## config.mk

```make
export PLATFORM = sky130hd
export DESIGN_NAME = instr_fetch_unit
export DESIGN_NICKNAME = d
export VERILOG_FILES = /design/src/rtl/fetch_pkg.sv /design/src/rtl/fetch_watchdog.sv /design/src/rtl/instr_fetch_unit.sv
export SDC_FILE = /design/constraint.sdc
export NUM_CORES = 1
export LEC_CHECK = 0
export CAP_MARGIN = 0
export CORE_UTILIZATION = 42
export CTS_CLUSTER_SIZE = 10
export DETAILED_ROUTE_END_ITERATION = 8
export PLACE_DENSITY = 0.91
export SYNTH_ARGS = -nofsm -noshare
export SYNTH_HDL_FRONTEND = slang
export SYNTH_SLANG_ARGS = --single-unit
```

## constraint.sdc

```tcl
create_clock -name clk -period 3.85 [get_ports clk]
set_clock_uncertainty 0.15 [all_clocks]
set_input_delay 0.385 -clock clk [delete_from_list [all_inputs] [get_ports clk]]
set_output_delay 0.385 -clock clk [all_outputs]
set_load 0.03 [all_outputs]
```

## src/rtl/fetch_pkg.sv

```systemverilog
// fetch_pkg: shared state encoding, width defaults and reset constants for the fetch unit
package fetch_pkg;
  typedef enum logic [2:0] {IDLE, REQ, DRIVE, DONE, ERR} fetch_state_t;
  localparam int IR_WIDTH_DEFAULT = 12;
  localparam int ADDR_WIDTH_DEFAULT = 8;
  localparam int PC_RESET = 0;
  localparam int BUS_RESET = 0;
endpackage

```

## src/rtl/fetch_watchdog.sv

```systemverilog
// fetch_watchdog: counts REQ cycles without ack and flags the cycle that reaches the limit
module fetch_watchdog #(
  parameter int W = 4
) (
  input  logic         clk,
  input  logic         reset,
  input  logic         clear,
  input  logic         enable,
  input  logic [W-1:0] limit,
  output logic         expired
);
  logic [W-1:0] count;
  always_ff @(posedge clk) count <= (reset || clear) ? '0 : enable ? count + W'(1) : count;
  assign expired = enable && (count + W'(1) == limit);
endmodule

```

## src/rtl/instr_fetch_unit.sv

```systemverilog
// instr_fetch_unit: fetches the word at pc over req/ack and writes it to the IR via the bus; define FETCH_TIMEOUT_EN for the REQ watchdog
module instr_fetch_unit
  import fetch_pkg::*;
#(
  parameter int IR_width       = IR_WIDTH_DEFAULT,
  parameter int ADDR_width     = ADDR_WIDTH_DEFAULT,
  parameter int TIMEOUT_CYCLES = 15
) (
  input  logic                  clk,
  input  logic                  reset,
  input  logic                  fetch_start,
  input  logic                  pc_load,
  input  logic [ADDR_width-1:0] pc_load_value,
  output logic [ADDR_width-1:0] mem_addr,
  output logic                  mem_req,
  input  logic                  mem_ack,
  input  logic [IR_width-1:0]   mem_rdata,
  output logic [IR_width-1:0]   bus_data,
  output logic                  bus_drive,
  output logic                  ir_write_en,
  output logic                  fetch_done,
  output logic                  fetch_err,
  output logic                  busy,
  output logic [ADDR_width-1:0] pc
);
  fetch_state_t state, state_n;
  logic [ADDR_width-1:0] pc_n;
  logic expired;
  always_comb begin
    state_n = state;
    pc_n = pc;
    case (state)
      IDLE, ERR: begin
        pc_n = pc_load ? pc_load_value : pc;
        state_n = fetch_start ? REQ : state;
      end
      REQ: state_n = mem_ack ? DRIVE : expired ? ERR : REQ;
      DRIVE: begin
        state_n = DONE;
        pc_n = pc + ADDR_width'(1);
      end
      default: state_n = IDLE;
    endcase
  end
  // Outputs are registered from the next state so they line up with the state they describe
  always_ff @(posedge clk) begin
    if (reset) begin
      state <= IDLE;
      pc <= ADDR_width'(PC_RESET);
      mem_addr <= ADDR_width'(PC_RESET);
      mem_req <= 1'b0;
      bus_data <= IR_width'(BUS_RESET);
      bus_drive <= 1'b0;
      ir_write_en <= 1'b0;
      fetch_done <= 1'b0;
      busy <= 1'b0;
    end else begin
      state <= state_n;
      pc <= pc_n;
      mem_addr <= pc_n;
      mem_req <= state_n == REQ;
      bus_data <= state_n == DRIVE ? mem_rdata : IR_width'(BUS_RESET);
      bus_drive <= state_n == DRIVE;
      ir_write_en <= state_n == DRIVE;
      fetch_done <= state_n == DONE;
      busy <= state_n inside {REQ, DRIVE, DONE};
    end
  end
`ifdef FETCH_TIMEOUT_EN
  localparam int W = $clog2(TIMEOUT_CYCLES + 1);
  fetch_watchdog #(.W(W)) u_watchdog (
    .clk    (clk),
    .reset  (reset),
    .clear  (state != REQ),
    .enable (state == REQ && !mem_ack),
    .limit  (W'(TIMEOUT_CYCLES)),
    .expired(expired)
  );
  always_ff @(posedge clk) fetch_err <= reset ? 1'b0 : state_n == ERR;
`else
  logic unused_timeout;
  assign unused_timeout = |TIMEOUT_CYCLES;
  assign expired = 1'b0;
  assign fetch_err = 1'b0;
`endif
endmodule

```

=== Yosys cells after proc, flatten, opt, wreduce, memory -nomap -nowiden ===
Index checks and enable logic that the tools add are counted.

* Bits in registers: 27
* Output and inout bits: 34
* Word-level logic and storage cells: 27

* Add/subtract/negate cells: 1
* Equal/unequal tests: 7
* Mux-type cells: 5
* Bitwise logic cells: 1
* Reductions and logical operators: 6

{| class="wikitable"
|+ Operators by type and width
! kind !! count
|-
| $pmux 8 s2 || 1
|-
| $eq 3x2->1 const B || 3
|-
| $pmux 3 s3 || 1
|-
| $add 8x1->8 const B || 1
|-
| $mux 8 || 1
|-
| $eq 3x1->1 const B || 2
|-
| $reduce_or 2->1 || 2
|-
| $eq 3x3->1 const B || 1
|-
| $logic_not 3->1 || 1
|-
| $mux 3 || 1
|-
| $reduce_bool 3->1 || 1
|-
| $mux 2 || 1
|-
| $ne 2x2->1 const B || 1
|-
| $reduce_and 2->1 || 1
|-
| $reduce_bool 2->1 || 1
|-
| $not 1->1 || 1
|}

=== Logic depth before layout (Yosys ltp) ===
Gate-level depths: netlist (run 1).

* Word-level depth: 6
* Gate-level depth with buffers: 5
* Depth with buffers taken out: 4

=== Worst setup path after synthesis (run 1) ===
No wires, ideal clock.

* Path type: register -> register
* From: reg pc[0]
* To: reg pc[6]
* Setup time: 0.074 ns
* Arrival: 1.580 ns
* Required time: 3.626 ns
* Setup slack: 2.046 ns
* Cell stages (with the launch flop): 5
* Path buffers: 0
* Clock period less this slack: 1.804 ns
* Path through: dfxtp_1 ha_1 nand2_1 or4_1 a31oi_1

* Longest elaborated chain between the ends: 2

{| class="wikitable"
|+ Ends and longest elaborated chain
! what !! line !! RTL
|-
| start, declared || instr_fetch_unit.sv:24 || <nowiki>output logic [ADDR_width-1:0] pc</nowiki>
|-
| start signal, assigned || instr_fetch_unit.sv:49 || <nowiki>pc <= ADDR_width'(PC_RESET);</nowiki>
|-
| start signal, assigned || instr_fetch_unit.sv:59 || <nowiki>pc <= pc_n;</nowiki>
|-
| $add 8x1->8 || instr_fetch_unit.sv:40 || <nowiki>pc_n = pc + ADDR_width'(1);</nowiki>
|-
| $pmux 8 s2 || instr_fetch_unit.sv:32 || <nowiki>case (state)</nowiki>
|}

Every way passes these cells.
A chain may end at the register's enable or synchronous reset.

==> results of run 1 <==
power breakdown:
part	switching [uW]	internal [uW]	leakage [uW]
clock network	81.4	38.9	0.0000177
logic	81.9	76.9	0.000390
registers	20.4	295	0.000220
cell usage in the layout (no fill, tap or decap):
cell and count:
a21oi_1 4, o22ai_1 2, nor2b_1 2, and4b_1 1, or3b_1 2, nand3b_1 2
nand2b_1 2, clkdlybuf4s50_1 57, nand2_1 8, nor3b_1 3, and3_1 2, nor4bb_1 1
a2bb2oi_1 1, a311oi_1 1, a21o_1 1, or3_1 1, ha_1 1, dfxtp_1 27
a211oi_1 3, nand4_1 1, conb_1 1, nor3b_2 1, and2_1 12, nand3_1 5
nor2_1 6, o211ai_1 1, o21bai_1 2, a31oi_1 3, mux2i_1 2, or4b_1 1
a22oi_1 1, clkbuf_4 3, or4_1 2, inv_1 1, clkinv_2 1, o311ai_0 2
o221ai_1 1, and2b_1 1
metal layers:
layer	track usage, %	routed length, microns
met3	0.8333	225
met1	26.04	1177
met5	0	0
met2	30.72	1464
met4	10.68	37
cell type report:
class	count	share of cell area, %
tap	30	2.216
multi-input combinational	79	30.35
clock inverter	1	0.2954
timing repair buffer	57	33.68
sequential	27	31.91
inverter	1	0.2216
clock buffer	3	1.329
synth_stat cells:
cell type  instances
or4_1              2
o21bai_1           2
nand3_1            5
o311ai_0           2
a21o_1             1
and2b_1            1
inv_1              1
and4b_1            1
ha_1               1
nor3b_1            3
or3_1              1
a21oi_1            4
buf_4             10
nand2_1            8
a31oi_1            3
a22oi_1            1
nand3b_1           2
nor3b_2            1
a211oi_1           3
clkbuf_1           7
o22ai_1            2
dfxtp_1           27
nor2b_1            2
a311oi_1           1
nor2_1             6
buf_2              1
conb_1             1
o211ai_1           1
nand2b_1           2
nand4_1            1
a2bb2oi_1          1
mux2i_1            2
nor4bb_1           1
o221ai_1           1
and3_1             2
or4b_1             1
or3b_1             2
and2_1            12
cells by family after synthesis:
logic type	synth area share, %
fa+ha+maj	1.074
mux	1.719
flops	46.40
other cells	0.3219
compound gates	13.32
buf+inv	9.452
simple gates	27.71
worst min-delay path by stage:
| stage | from | end | cells after the start |
|---|---|---|---|
| 2_1_floorplan | mem_rdata[0] | bus_data[0] | 1 |
| 3_3_place_gp | state[2] | state[2] | 1 |
| 3_5_place_dp | state[2] | state[2] | 1 |
| 4_1_cts | pc[4] | pc[4] | 2 |
| 5_1_grt | mem_rdata[8] | bus_data[8] | 2 |
| 6_report | pc[4] | pc[4] | 2 |
per-stage QoR:
step | hold WS [ps] | total power [uW] | worst slack, ps | area (sq um)
after global placement | 391.8 | 473.7 | 1851 | 1667
after detailed placement | 403.2 | 478.5 | 1749 | 1667
final | 443.1 | 594.3 | 1738 | 1694
after floorplan | 356.7 | 414.2 | 2046 | 1165
after CTS | 448.0 | 595.5 | 1740 | 1694
after global routing | 455.9 | 616.8 | 1612 | 1694
flip-flops by register name (all words and copies together), names as in the netlist:
| name | count |
|---|---|
| bus_data | 12 |
| pc | 8 |
| state | 3 |
| busy | 1 |
| fetch_done | 1 |
| ir_write_en | 1 |
| mem_req | 1 |
==> impl_metrics.env, run 1 <==
export IMPL_drt_drc_violations_left=0
export IMPL_drt_iter0_markers=30
export IMPL_dr_pass1_iters=4
export IMPL_status="finished clean"
export IMPL_gp_congestion=0.8059
export IMPL_maxSlewViolCount=0
export IMPL_io_pins=59
export IMPL_critPathMaxFanout=9
export IMPL_fmax_mhz=473.4
export IMPL_ys_types=38
export IMPL_avgViaCountPerCell=5.394
export IMPL_crit_start="pc[2]"
export IMPL_hold_violations=0
export IMPL_p_per_area_nw_per_um2=350.8
export IMPL_fp_coreArea_sq_um=2545
export IMPL_area_delta_synth_final_pct=45.43
export IMPL_slowest_delay_ps=740
export IMPL_r2r_cells=3
export IMPL_wl_microns=2905
export IMPL_avgSynthCellArea_sq_um=9.319
export IMPL_ctsResizeCount=0
export IMPL_finalCriticalPeriod_ps=2112
export IMPL_final_util_pct=66.57
export IMPL_setup_viol=0
export IMPL_grt_pass1_vias=930
export IMPL_synth_top_area_share_pct=46.40
export IMPL_cp_depth=1
export IMPL_die_area_sq_um=2988
export IMPL_num_vias=1068
export IMPL_numCtsBuffers=3
export IMPL_grt_overflow=0
export IMPL_end_kind="output pin"
export IMPL_start_kind="register"
export IMPL_drive_gt1_share_pct=2.976
export IMPL_tightestPinTransition_ps=562.8
export IMPL_power_leakage_uw=0.0006278
export IMPL_synth_area_leaders="dfxtp_1, and2_1, buf_4"
export IMPL_diodes=0
export IMPL_cap_violations=0
export IMPL_die_w_microns=54.67
export IMPL_crit_buf_inv=1
export IMPL_worstPathArrival_ps=1580
export IMPL_syn_cell_area_sq_um=1165
export IMPL_rrSetupSlack_ps=1740
export IMPL_die_h_microns=54.67
export IMPL_crit_end="mem_addr[2]"
export IMPL_yosysSeqAreaShare_pct=46.40
export IMPL_postSynthCellCount=125
export IMPL_cts_root_buf="clkbuf_4"
export IMPL_critPathSlowestCell="clkdlybuf4s50_1"
export IMPL_initial_core_util_pct=45.77
export IMPL_rsz0062_at_grt="false"
export IMPL_row_count=18
export IMPL_h_tree_depth=1
export IMPL_path_delay_family="buffers and inverters"
export IMPL_path_cells="clkdlybuf4s50_1"
export IMPL_ir_drop_mv=0.2372
export IMPL_cts_tree="yes"
export IMPL_tns_ps=0
export IMPL_yosys_warnings=0
export IMPL_critPathKind="register to output pin"
export IMPL_stdcell_count=198
export IMPL_track_usage_pct=19.38
export IMPL_clk_latency_ps=320
export IMPL_clock_path_buffers=2
export IMPL_multiInputGateArea_sq_um=514.2
export IMPL_io_buffers=57
export IMPL_yosysTopAreaCell="dfxtp_1"
export IMPL_r2r_end="pc[5]"
export IMPL_final_period_utilization_pct=54.86
export IMPL_fin_nets=195
export IMPL_slew_headroom_pct=62.37
export IMPL_hp_class="register to register"
export IMPL_n_fill_cell=200
export IMPL_seq_area_sq_um=540.5
export IMPL_place_inst=194
export IMPL_grt_max_degree=18
export IMPL_grt_pass1_wl_microns=4140
export IMPL_path_clk_slew_ps=140
export IMPL_wl_per_cell_microns=14.67
export IMPL_antenna_left=0
export IMPL_synth_nets=151
export IMPL_antenna_found_initial=0
export IMPL_ys_ff_latch=27
export IMPL_reg2reg_from="state[1]"
export IMPL_numClockSinks=27
export IMPL_critPathRequiredTime_ps=3310
export IMPL_postCtsHoldBufs=0
export IMPL_cts_setup_buffers=0
export IMPL_dp_final_hpwl_microns=2129
No activity file was read; power rests on OpenSTA's default activity.
==> run 2, diff against run 1 <==
--- a/config.mk
+++ b/config.mk
@@ -6,10 +6,10 @@
 export NUM_CORES = 1
 export LEC_CHECK = 0
 export CAP_MARGIN = 0
-export CORE_UTILIZATION = 42
+export CORE_UTILIZATION = 35
 export CTS_CLUSTER_SIZE = 10
 export DETAILED_ROUTE_END_ITERATION = 8
-export PLACE_DENSITY = 0.91
+export PLACE_DENSITY = 0.82
 export SYNTH_ARGS = -nofsm -noshare
 export SYNTH_HDL_FRONTEND = slang
 export SYNTH_SLANG_ARGS = --single-unit
==> constraint.sdc (replaced) <==
create_clock -name clk -period 1.71 [get_ports clk]
set_clock_uncertainty 0.15 [all_clocks]
set_input_delay 0.171 -clock clk [delete_from_list [all_inputs] [get_ports clk]]
set_output_delay 0.171 -clock clk [all_outputs]
set_load 0.03 [all_outputs]
==> run 2 against run 1 <==
Non-clock buffer count rose by 8. Cell count rose by 11%. Flip-flop and latch count did not move. Clock power rose by 120%. Die area rose by 19%. Critical path type unchanged.
==> impl_metrics.env, run 2 (synthesized netlist as in run 1, its figures left out) <==
export IMPL_hold_ws_ps=251.4
export IMPL_area_delta_synth_final_pct=51.34
export IMPL_drive_gt1_share_pct=9.091
export IMPL_start_kind="register"
export IMPL_dpl_cell_area_sq_um=1747
export IMPL_cts_tree="yes"
export IMPL_crit_buf_inv=1
export IMPL_die_h_microns=59.69
export IMPL_row_count=20
export IMPL_io_pins=59
export IMPL_critPathRequiredTime_ps=1390
export IMPL_dp_final_hpwl_microns=2223
export IMPL_final_period_utilization_pct=97.50
export IMPL_avgViaCountPerCell=4.718
export IMPL_drt_drc_violations_left=0
export IMPL_r2r_cells=3
export IMPL_ir_drop_mv=0.2960
export IMPL_dr_pass1_iters=4
export IMPL_holdPathStages=2
export IMPL_n_fill_cell=293
export IMPL_track_usage_pct=16.50
export IMPL_maxSlewViolCount=0
export IMPL_cts_setup_buffers=0
export IMPL_place_inst=216
export IMPL_fin_nets=203
export IMPL_path_cells="clkdlybuf4s50_1"
export IMPL_cts_root_buf="clkbuf_4"
export IMPL_path_delay_family="buffers and inverters"
export IMPL_worstPathArrival_ps=1350
export IMPL_final_common_cell="clkdlybuf4s50_1"
export IMPL_postCtsHoldBufs=0
export IMPL_power_leakage_uw=0.0007458
export IMPL_antenna_left=0
export IMPL_cap_violations=0
export IMPL_stdcell_count=220
export IMPL_status="finished clean"
export IMPL_num_vias=1038
export IMPL_initial_core_util_pct=37.54
export IMPL_end_kind="output pin"
export IMPL_die_w_microns=59.69
export IMPL_grt_overflow=0
export IMPL_die_area_sq_um=3563
export IMPL_grt_pass1_vias=1055
export IMPL_rsz0062_at_grt="false"
export IMPL_dp_slack_ps=-20.74
export IMPL_diodes=0
export IMPL_p_per_area_nw_per_um2=750.0
export IMPL_final_cell_area_sq_um=1763
export IMPL_critPathSlowestCell="clkdlybuf4s50_1"
export IMPL_setup_viol=0
export IMPL_numClockSinks=27
export IMPL_fmax_mhz=599.8
export IMPL_largest_reg_flops=12
export IMPL_wl_microns=2793
export IMPL_io_buffers=57
export IMPL_hold_violations=0
export IMPL_path_clk_slew_ps=130
export IMPL_h_tree_depth=1
export IMPL_wl_per_cell_microns=12.70
export IMPL_gp_congestion=0.8453
export IMPL_largest_register="bus_data"
export IMPL_finalCriticalPeriod_ps=1667
export IMPL_fp_coreArea_sq_um=3103
export IMPL_grt_max_degree=15
export IMPL_ctsResizeCount=16
export IMPL_clock_path_buffers=2
export IMPL_worst_slack_ps=42.74
export IMPL_numCtsBuffers=3
export IMPL_reg_top3="bus_data (12), pc (8), state (3)"
export IMPL_cp_depth=1
export IMPL_final_cell_mix="clkdlybuf4s50_1, dfxtp_1, dlygate4sd2_1"
export IMPL_critPathKind="register to output pin"
export IMPL_clk_latency_ps=310
export IMPL_critPathMaxFanout=2
export IMPL_drt_iter0_markers=27
export IMPL_slowest_delay_ps=680
export IMPL_grt_pass1_wl_microns=4505
export IMPL_hp_class="input pin to register"
export IMPL_antenna_found_initial=0
## run 2: worst paths after layout
path / slack [ps] / end / startpoint
worst min register to register: 390 / pc[0] / pc[0]
worst max-delay path: 40 / bus_drive / ir_write_en
worst min-delay path: 250 / bus_data[11] / mem_rdata[11]
worst max register to register: 90 / pc[5] / state[0]
## run 2: area by class of cell
type	instances	area, sq um	share of cell area (%)
timing repair buffer	65	613.1	34.78
sequential	27	545.5	30.94
multi-input combinational	79	519.2	29.45
tap	44	55.05	3.123
clock buffer	4	26.28	1.490
inverter	1	3.754	0.2129
## run 2: routing by layer
metal / part of all wire, % / vias to the layer above / global-route usage (%)
met4: 0.72 / 0 / 5.980
met2: 54 / 21 / 31.75
li1: - / 531 / -
met5: 0 / - / 0
met3: 2.6 / 2 / 2.165
met1: 42 / 484 / 18.15
## run 2: metrics by stage
step	utilization, %	TNS (ps)	total power [uW]
after floorplan	-	0	933.8
after global placement	56.29	0	1087
after detailed placement	56.29	-70.66	1100
after CTS	56.49	0	1334
after global routing	56.81	0	1385
final	56.81	0	1322
## run 2: where the power goes
part | leakage (uW) | internal, uW | switching (uW)
Sequential | 0.000221 | 665 | 31.0
Combinational | 0.000509 | 168 | 199
Clock | 0.0000150 | 91.1 | 169
==> run 3, diff against run 2 <==
--- a/config.mk
+++ b/config.mk
@@ -6,10 +6,12 @@
 export NUM_CORES = 1
 export LEC_CHECK = 0
 export CAP_MARGIN = 0
+export CORE_MARGIN = 2
 export CORE_UTILIZATION = 35
 export CTS_CLUSTER_SIZE = 10
 export DETAILED_ROUTE_END_ITERATION = 8
 export PLACE_DENSITY = 0.82
+export REMOVE_ABC_BUFFERS = 1
 export SYNTH_ARGS = -nofsm -noshare
 export SYNTH_HDL_FRONTEND = slang
 export SYNTH_SLANG_ARGS = --single-unit
==> run 3 against run 2 <==
Critical path depth unchanged. Routed wire length grew 1.6%. Cell area rose by 0.92%. Fmax increased by 1.2%. Cell count rose by 0.91%.
==> impl_metrics.env, run 3 (synthesized netlist as in run 1, its figures left out) <==
export IMPL_wl_microns=2837
export IMPL_end_kind="output pin"
export IMPL_power_leakage_uw=0.0008143
export IMPL_numCtsBuffers=3
export IMPL_numClockSinks=27
export IMPL_power_frac_seq_pct=51.8
export IMPL_dp_final_hpwl_microns=2253
export IMPL_fp_coreArea_sq_um=3103
export IMPL_die_area_sq_um=3806
export IMPL_drt_drc_violations_left=0
export IMPL_fmax_mhz=607.1
export IMPL_pwr_share_comb_pct=28.2
export IMPL_track_usage_pct=16.39
export IMPL_final_cell_mix="clkdlybuf4s50_1, dfxtp_1, dlygate4sd2_1"
export IMPL_slowest_delay_ps=670
export IMPL_final_period_utilization_pct=96.32
export IMPL_worst_slack_ps=62.84
export IMPL_status="finished clean"
export IMPL_h_tree_depth=1
export IMPL_swShare_pct=30.71
export IMPL_hold_violations=0
export IMPL_tns_ps=0
export IMPL_path_clk_slew_ps=140
export IMPL_p_per_area_nw_per_um2=748.8
export IMPL_place_inst=218
export IMPL_io_buffers=57
export IMPL_fin_total_pwr_uw=1332
export IMPL_cap_violations=0
export IMPL_start_kind="register"
export IMPL_finalCriticalPeriod_ps=1647
export IMPL_clk_latency_ps=310
export IMPL_clock_path_buffers=2
export IMPL_hp_class="input pin to register"
export IMPL_cts_tree="yes"
export IMPL_grt_overflow=0
export IMPL_row_count=20
export IMPL_num_vias=1097
export IMPL_rsz0062_at_grt="false"
export IMPL_drive_gt1_share_pct=8.989
export IMPL_drt_iter0_markers=21
export IMPL_initial_core_util_pct=37.54
export IMPL_cts_root_buf="clkbuf_4"
export IMPL_p_sw_uw=409.2
export IMPL_ctsResizeCount=16
export IMPL_worstPathArrival_ps=1330
export IMPL_critPathRequiredTime_ps=1390
export IMPL_final_common_cell="clkdlybuf4s50_1"
export IMPL_path_cells="clkdlybuf4s50_1"
export IMPL_intPower_uw=923.0
export IMPL_critPathMaxFanout=1
export IMPL_antenna_found_initial=0
export IMPL_critPathSlowestCell="clkdlybuf4s50_1"
export IMPL_area_delta_synth_final_pct=52.74
export IMPL_clkPwrFrac_pct=20.0
export IMPL_die_h_microns=61.69
export IMPL_diodes=0
export IMPL_reg_top3="bus_data (12), pc (8), state (3)"
export IMPL_fin_nets=205
export IMPL_largest_reg_flops=12
export IMPL_io_pins=59
export IMPL_maxSlewViolCount=0
export IMPL_grt_max_degree=16
export IMPL_critPathKind="register to output pin"
export IMPL_stdcell_count=222
export IMPL_path_delay_family="buffers and inverters"
export IMPL_die_w_microns=61.69
export IMPL_setup_viol=0
export IMPL_antenna_left=0
export IMPL_postCtsHoldBufs=0
export IMPL_grt_pass1_wl_microns=4685
export IMPL_largest_register="bus_data"
export IMPL_crit_buf_inv=1
export IMPL_avgViaCountPerCell=4.941
export IMPL_grt_pass1_vias=1062
export IMPL_cts_setup_buffers=0
export IMPL_ir_drop_mv=0.5090
export IMPL_gp_congestion=0.8167
export IMPL_wl_per_cell_microns=12.78
export IMPL_dr_pass1_iters=4
export IMPL_dp_slack_ps=-12.77
[run 3: cell types whose count changed in the layout (fill, tap and decap cells not counted), moves of 2 or more]
cell	delta
dfxtp_1	+2
dlymetal6s2s_1	+3
buf_4	+2
clkdlybuf4s50_1	-3
[run 3: final cells by class]
class / count / area [sq um]
multi-input cells: 79 / 516.7
repair buffers: 67 / 635.6
well taps: 44 / 55.05
inverters: 1 / 3.754
clock buffers: 3 / 22.52
flip-flops and latches: 27 / 540.5
fillers: 297 / 1324
clock inverters: 1 / 5.005
[run 3: worst paths after layout]
check | from | end | slack [ps] | depth (start not counted)
worst min-delay path | mem_rdata[8] | bus_data[8] | 250 | 2
worst max register to register | state[0] | pc[5] | 90 | 3
worst min register to register | pc[2] | pc[2] | 430 | 2
worst max-delay path | bus_data[8] | bus_data[8] | 60 | 1
[run 3: metrics by stage]
stage | instance area [sq um] | utilization [%] | hold WS [ps]
2_1_floorplan | 1059 | - | 90.07
3_3_place_gp | 1759 | 56.69 | 375.1
3_5_place_dp | 1759 | 56.69 | 411.8
4_1_cts | 1767 | 56.94 | 238.0
5_1_grt | 1779 | 57.34 | 228.0
6_report | 1779 | 57.34 | 247.7
[run 3: power groups by stage]
stage	Combinational [uW]	Sequential (uW)	Clock [uW]
finish	376	690	266
global route	403	697	298
CTS	377	690	274
detailed placement	397	705	0
global placement	389	703	0
floorplan	87.2	809	0
[run 3: metal layers]
metal	wire, microns	part of all wire, %	track usage (%)	up-vias
met2	1501	53	28.12	30
met1	1141	40	19.69	525
met3	132	4.7	2.277	6
li1	-	-	-	536
met4	62	2.2	9.119	0
met5	0	0	0	-
